$ cat src/rtl/mem_bus_arbiter_pkg.sv
// Shared types for the memory bus arbiter: FSM state encodings, bus width
// and the timeout counter sizing helper.
package mem_bus_arbiter_pkg;

   localparam int         BUS_WIDTH = 32;
   localparam logic [3:0] SEL_ALL   = 4'b1111;

   typedef enum logic [2:0] {
      BUS_IDLE   = 3'd0,
      BUS_BUSY_D = 3'd1,
      BUS_BUSY_I = 3'd2,
      BUS_DONE_D = 3'd3,
      BUS_DONE_I = 3'd4
   } bus_state_t;

   // A TIMEOUT of 0 still needs a 1-bit counter so the port stays legal.
   function automatic int cnt_width(input int timeout);
      return (timeout < 1) ? 1 : $clog2(timeout + 1);
   endfunction

endpackage

$ cat src/rtl/mem_bus_arbiter_timeout.sv
// Bus watchdog: counts busy cycles and flags the cycle the count reaches TIMEOUT-1.
// Zero latency on expired; cleared whenever the arbiter is not in a busy state.
module bus_timeout_cnt
   import mem_bus_arbiter_pkg::*;
#(
   parameter int TIMEOUT = 16
) (
   input  logic clk,
   input  logic rst,
   input  logic clr,
   input  logic en,
   output logic expired
);

   localparam int             W    = cnt_width(TIMEOUT);
   localparam logic [W-1:0]   LAST = W'((TIMEOUT == 0) ? 0 : TIMEOUT - 1);
   localparam logic [W-1:0]   SAT  = {W{1'b1}};

   logic [W-1:0] cnt;

   always_ff @(posedge clk) begin
      if (!rst || clr || (TIMEOUT == 0)) begin
         cnt <= '0;
      end else if (en && (cnt != SAT)) begin
         cnt <= cnt + 1'b1;
      end
   end

   assign expired = (TIMEOUT != 0) && en && (cnt == LAST);

endmodule

$ cat src/rtl/mem_bus_arbiter.sv
// Serialises data (DM) and fetch (IM) accesses onto one ack-terminated bus; DM wins ties.
// Min 3 cycles per access; stalls the pipeline via stallreq_* until each access reaches DONE.
module mem_bus_arbiter
   import mem_bus_arbiter_pkg::*;
#(
   parameter int TIMEOUT = 16
) (
   input  logic        clk,
   input  logic        rst,
   input  logic        dm_ce_i,
   input  logic        dm_we_i,
   input  logic [31:0] dm_addr_i,
   input  logic [3:0]  dm_sel_i,
   input  logic [31:0] dm_data_i,
   output logic [31:0] dm_data_o,
   input  logic        im_ce_i,
   input  logic [31:0] im_addr_i,
   output logic [31:0] im_data_o,
   input  logic        hold_i,
   input  logic        flush_i,
   output logic        stallreq_mem_o,
   output logic        stallreq_if_o,
   output logic        bus_cyc_o,
   output logic        bus_stb_o,
   output logic        bus_we_o,
   output logic [31:0] bus_addr_o,
   output logic [3:0]  bus_sel_o,
   output logic [31:0] bus_data_o,
   input  logic [31:0] bus_data_i,
   input  logic        bus_ack_i,
   output logic        bus_err_o
);

   bus_state_t           state;
   logic                 flush_seen;
   logic [BUS_WIDTH-1:0] dm_buf;
   logic [BUS_WIDTH-1:0] im_buf;
   logic                 busy;
   logic                 flushed;
   logic                 expired;

   assign busy    = (state == BUS_BUSY_D) || (state == BUS_BUSY_I);
   assign flushed = flush_seen | flush_i;

   bus_timeout_cnt #(
      .TIMEOUT (TIMEOUT)
   ) u_timeout (
      .clk     (clk),
      .rst     (rst),
      .clr     (~busy),
      .en      (busy),
      .expired (expired)
   );

   assign dm_data_o = dm_buf;
   assign im_data_o = im_buf;

   // Reset gating keeps every output at 0 while rst is held, even with ce raised.
   assign stallreq_mem_o = rst & ~flush_i & dm_ce_i & (state != BUS_DONE_D);
   assign stallreq_if_o  = rst & ~flush_i & im_ce_i & (state != BUS_DONE_I);

   always_ff @(posedge clk) begin
      if (!rst) begin
         state      <= BUS_IDLE;
         flush_seen <= 1'b0;
         dm_buf     <= '0;
         im_buf     <= '0;
         bus_cyc_o  <= 1'b0;
         bus_stb_o  <= 1'b0;
         bus_we_o   <= 1'b0;
         bus_addr_o <= '0;
         bus_sel_o  <= '0;
         bus_data_o <= '0;
         bus_err_o  <= 1'b0;
      end else begin
         bus_err_o <= 1'b0;
         case (state)
            BUS_IDLE: begin
               flush_seen <= 1'b0;
               if (flush_i) begin
                  state <= BUS_IDLE;
               end else if (dm_ce_i) begin
                  bus_cyc_o  <= 1'b1;
                  bus_stb_o  <= 1'b1;
                  bus_we_o   <= dm_we_i;
                  bus_addr_o <= dm_addr_i;
                  bus_sel_o  <= dm_sel_i;
                  bus_data_o <= dm_data_i;
                  state      <= BUS_BUSY_D;
               end else if (im_ce_i) begin
                  bus_cyc_o  <= 1'b1;
                  bus_stb_o  <= 1'b1;
                  bus_we_o   <= 1'b0;
                  bus_addr_o <= im_addr_i;
                  bus_sel_o  <= SEL_ALL;
                  bus_data_o <= '0;
                  state      <= BUS_BUSY_I;
               end
            end

            BUS_BUSY_D, BUS_BUSY_I: begin
               if (flush_i) begin
                  flush_seen <= 1'b1;
               end
               // An ack in the expiry cycle still counts as a normal completion.
               if (bus_ack_i || expired) begin
                  bus_cyc_o  <= 1'b0;
                  bus_stb_o  <= 1'b0;
                  bus_we_o   <= 1'b0;
                  bus_addr_o <= '0;
                  bus_sel_o  <= '0;
                  bus_data_o <= '0;
                  bus_err_o  <= ~bus_ack_i;
                  if (flushed) begin
                     state <= BUS_IDLE;
                  end else if (state == BUS_BUSY_D) begin
                     if (!bus_ack_i) begin
                        dm_buf <= '0;
                     end else if (!bus_we_o) begin
                        dm_buf <= bus_data_i;
                     end
                     state <= BUS_DONE_D;
                  end else begin
                     im_buf <= bus_ack_i ? bus_data_i : '0;
                     state  <= BUS_DONE_I;
                  end
               end
            end

            BUS_DONE_D, BUS_DONE_I: begin
               if (flush_i || !hold_i) begin
                  state <= BUS_IDLE;
               end
            end

            default: state <= BUS_IDLE;
         endcase
      end
   end

endmodule

$ cat config.mk
export PLATFORM = sky130hd
export DESIGN_NAME = mem_bus_arbiter
export DESIGN_NICKNAME = d
export VERILOG_FILES = /design/src/rtl/mem_bus_arbiter_pkg.sv /design/src/rtl/mem_bus_arbiter_timeout.sv /design/src/rtl/mem_bus_arbiter.sv
export SDC_FILE = /design/constraint.sdc
export NUM_CORES = 1
export LEC_CHECK = 0
export ABC_AREA = 0
export BUFFER_PORTS_ARGS = -buffer_cell sky130_fd_sc_hd__buf_2
export CAP_MARGIN = 25
export CELL_PAD_IN_SITES_DETAIL_PLACEMENT = 1
export CELL_PAD_IN_SITES_GLOBAL_PLACEMENT = 2
export CORE_ASPECT_RATIO = 1.75
export CORE_MARGIN = 5
export CORE_UTILIZATION = 29
export CTS_BUF_LIST = sky130_fd_sc_hd__clkbuf_8
export DETAILED_ROUTE_END_ITERATION = 6
export PLACE_DENSITY_LB_ADDON = 0.1
export SETUP_SLACK_MARGIN = 0.02
export SLEW_MARGIN = 25
export SYNTH_ARGS = -nofsm -noshare
export SYNTH_HDL_FRONTEND = slang
export SYNTH_SLANG_ARGS = --single-unit
$ cat constraint.sdc
create_clock -name clk -period 5.4 [get_ports clk]
set_input_delay 1.35 -clock clk [delete_from_list [all_inputs] [get_ports clk]]
set_output_delay 1.35 -clock clk [all_outputs]
set_load 0.02 [all_outputs]
==> key figures <==
STA
  • RSZ-0062 raised after global routing: false
  • Minimum clock period: 3640 ps
  • Tcrit/Tclk final: 67.4%
  • Slew HR: 56.9%
  • Worst-Margin Slew: around 650 ps
  • Max Slew Vio Count: 0
  • Setup_tns: 0 ps
  • Final Setup Violations: 0
  • Max frequency: approximately 270 MHz
  • Clock Skews: 14.5 ps
  • Hold Fails Final Rpt: 0

Cells and area
  • Final instance area: 7870 µm²
  • Multi-input gate area: 2820 µm²
  • Register area: ~2900 µm²
  • Synthesis-to-finish area growth: 31.0%
  • Fillers: 2,483
  • Fraction of layout cells with a size suffix above 1: 40.1%
  • Nets: 1,021

Clocking
  • TritonCTS clock tree: built
  • Hold buffer count at CTS: 0
  • H-tree depth: 4
  • Worst-path clk slew: 80 ps
  • Max clock buf depth: 2
  • Clk_lat worst skew: 450 ps
  • CTS Buf Count: 17
  • Post_cts resized: 0
  • Total setup buffers inserted after CTS: 0
  • Root Driver: clkbuf_8
  • CTS sink count: 144

Floorplan
  • Initial Utilization: 29.5%
  • FP Rows: 69
  • DIE AREA: about 24,000 µm²
  • Boundary Pins: approximately 280
  • Die Span X: ~120 µm
  • Core area: 20,400 µm²
  • Height of the die: roughly 200 µm

Run
  • Max Cap Viol: 0

Synthesis
  • Commonest cells in the netlist: dfxtp_1, nand2_1, mux2i_1
  • Post-synth EDFFs: 0
  • Synth Area per Inst: about 9.5 µm²
  • Syn_nets: 774
  • Post-synthesis instance area: roughly 6000 µm²
  • Synth cell types: 43
  • Post-synth ARST share: 0%
  • Sequential fraction of the synthesis area: 48.0%
  • Synth top area share: approximately half
  • Yosys warns: 0
  • Synth Instances: 631
  • Most frequent cell after synthesis: dfxtp_1
  • Synth Register Bits: approximately 140
  • Ranking of synthesized cells by area: dfxtp_1, mux2i_1, nand2_1
  • Yosys top cell by area: dfxtp_1
  • Top FF cell, synth: dfxtp_1

Drt
  • Post-route ant nets: 0
  • Initial DRC count: 175
  • Post-DR wirelength/cell: 17.8 µm
  • Routed WL: between 20,000 and 25,000 µm
  • Vias per cell: 4.92
  • Drt drc: 0
  • Pre-antenna DRT Iters: 4
  • Vias: 5,606

Status
  • Status: complete, no violations

Critical path
  • Type of the worst setup path: input port to output pin
  • WP data required: 4050 ps
  • Worst path buffer plus inverter count: 2
  • Worst R2R Setup Slack: 2830 ps
  • Critical path launch point type: input port
  • Cell family with most CP delay: buffers and inverters
  • CP Capture Type: output pin
  • Critical-path top delay cell: buf_4
  • Largest stage delay on the critical path: 420 ps
  • Max FO, Critical Path: 50
  • Crit-path cells: buf_4, nand2_1, nor3_1, buf_2
  • Worst Path Arrival: 2290 ps

Global routing
  • GRT Util Overall: 17.1%
  • GRT Residual Overflow: 0
  • Initial antenna violation count: 5
  • Vias in the first global route: 6,204
  • First-pass GRT wire length: 32,800 µm
  • Largest net degree at the start of global routing: 65

Place
  • Port Buffers: between 200 and 300
  • Placed cell area: between 7000 and 8000 µm²
  • DP HPWL: 15,000 µm
  • Gp weighted congestion: 0.754

Pwr
  • Max rail drop VDD: 0.000198 V
  • Pwr Density: ~380 nW/µm²
  • Leak: 3.61 nW

Min path
  • HP Class: flop to flop
tightest hold or removal path: cells and delay by family, from the launching register on:
kind	cells	cell delay (ps)
DFF	1	310
and+or+nand+nor	1	50
AOI/OAI and AO/OA	1	50
area by class of cell:
| cell class | instances | area share (%) |
|---|---|---|
| antenna | 2 | 0.0636 |
| clock buffer | 18 | 3.15 |
| clock inverter | 13 | 1.77 |
| inverter | 3 | 0.143 |
| multi-input combinational | 426 | 35.8 |
| sequential | 144 | 36.6 |
| tap | 248 | 3.94 |
| timing repair buffer | 286 | 18.5 |
layer usage:
metal / vias up / wire, µm / track usage (%)
met5: - / 27 / 0
met1: 2663 / 7600 / 18.1
met2: 199 / 10700 / 30.9
li1: 2710 / - / -
met3: 30 / 1530 / 5.70
met4: 4 / 497 / 6.67
path summary, 6_finish.rpt:
path	startpoint	to	cells after the start
setup / recovery	rst	stallreq_mem_o	4
hold / removal	im_data_o[28]$_SDFFE_PN0P_	im_data_o[28]$_SDFFE_PN0P_	2
setup reg to reg	u_timeout.cnt[0]$_SDFFE_PP0P_	bus_stb_o$_SDFFE_PN0P_	8
hold reg to reg	im_data_o[28]$_SDFFE_PN0P_	im_data_o[28]$_SDFFE_PN0P_	2
report_power, final:
part | internal, mW | switching (mW)
combinational | 0.307 | 0.526
clock | 0.422 | 0.440
sequential | 1.18 | 0.0872
cells in the final DEF (no fill, tap or decap), types with 2 or more instances in the layout:
cell	synthesis	final
inv_6	0	2
o21ai_1	4	4
inv_1	3	4
o21ai_0	31	31
dfxtp_1	144	144
mux2i_1	65	65
nand2_1	131	131
o2bb2ai_2	30	30
clkbuf_8	0	18
nor2b_1	6	6
xor2_1	3	3
bufinv_16	0	2
clkinv_4	0	4
buf_2	13	276
o2bb2ai_1	7	7
nor3_1	5	5
nor2_1	11	11
nand4_1	32	32
nand2b_1	3	3
a21oi_2	1	2
diode_2	0	2
clkinv_2	0	3
buf_4	1	10
ha_1	3	3
a21oi_1	39	38
nand3_1	35	34
metrics by stage:
step / worst slack, ps / util, % / total power [mW] / instances / hold WS [ps]
after global placement: 1720 / 36.7 / 2.12 / 1107 / 438
after floorplan: 1630 / - / 1.87 / 631 / 472
after global routing: 1610 / 38.6 / 3.12 / 1140 / 480
final: 1760 / 38.6 / 2.96 / 1140 / 454
after detailed placement: 1720 / 36.7 / 2.14 / 1107 / 443
after CTS: 1710 / 38.6 / 3.01 / 1138 / 458
state kept, by name (all words and copies together) (netlist names), 3 cells and up:
name           count
state              3
dm_data_o         32
bus_sel_o          4
bus_data_o        32
u_timeout.cnt      5
im_data_o         32
bus_addr_o        32
cells by family after synthesis:
kind of cell | share of synthesized area [%]
AO/OA/AOI/OAI | 16.2
XOR/XNOR | 0.584
adder cells (fa/ha/maj) | 0.625
buffers and inverters | 5.58
flip-flops | 48.0
multiplexers | 10.8
AND/OR/NAND/NOR | 18.1
No activity file was read; power rests on OpenSTA's default activity.
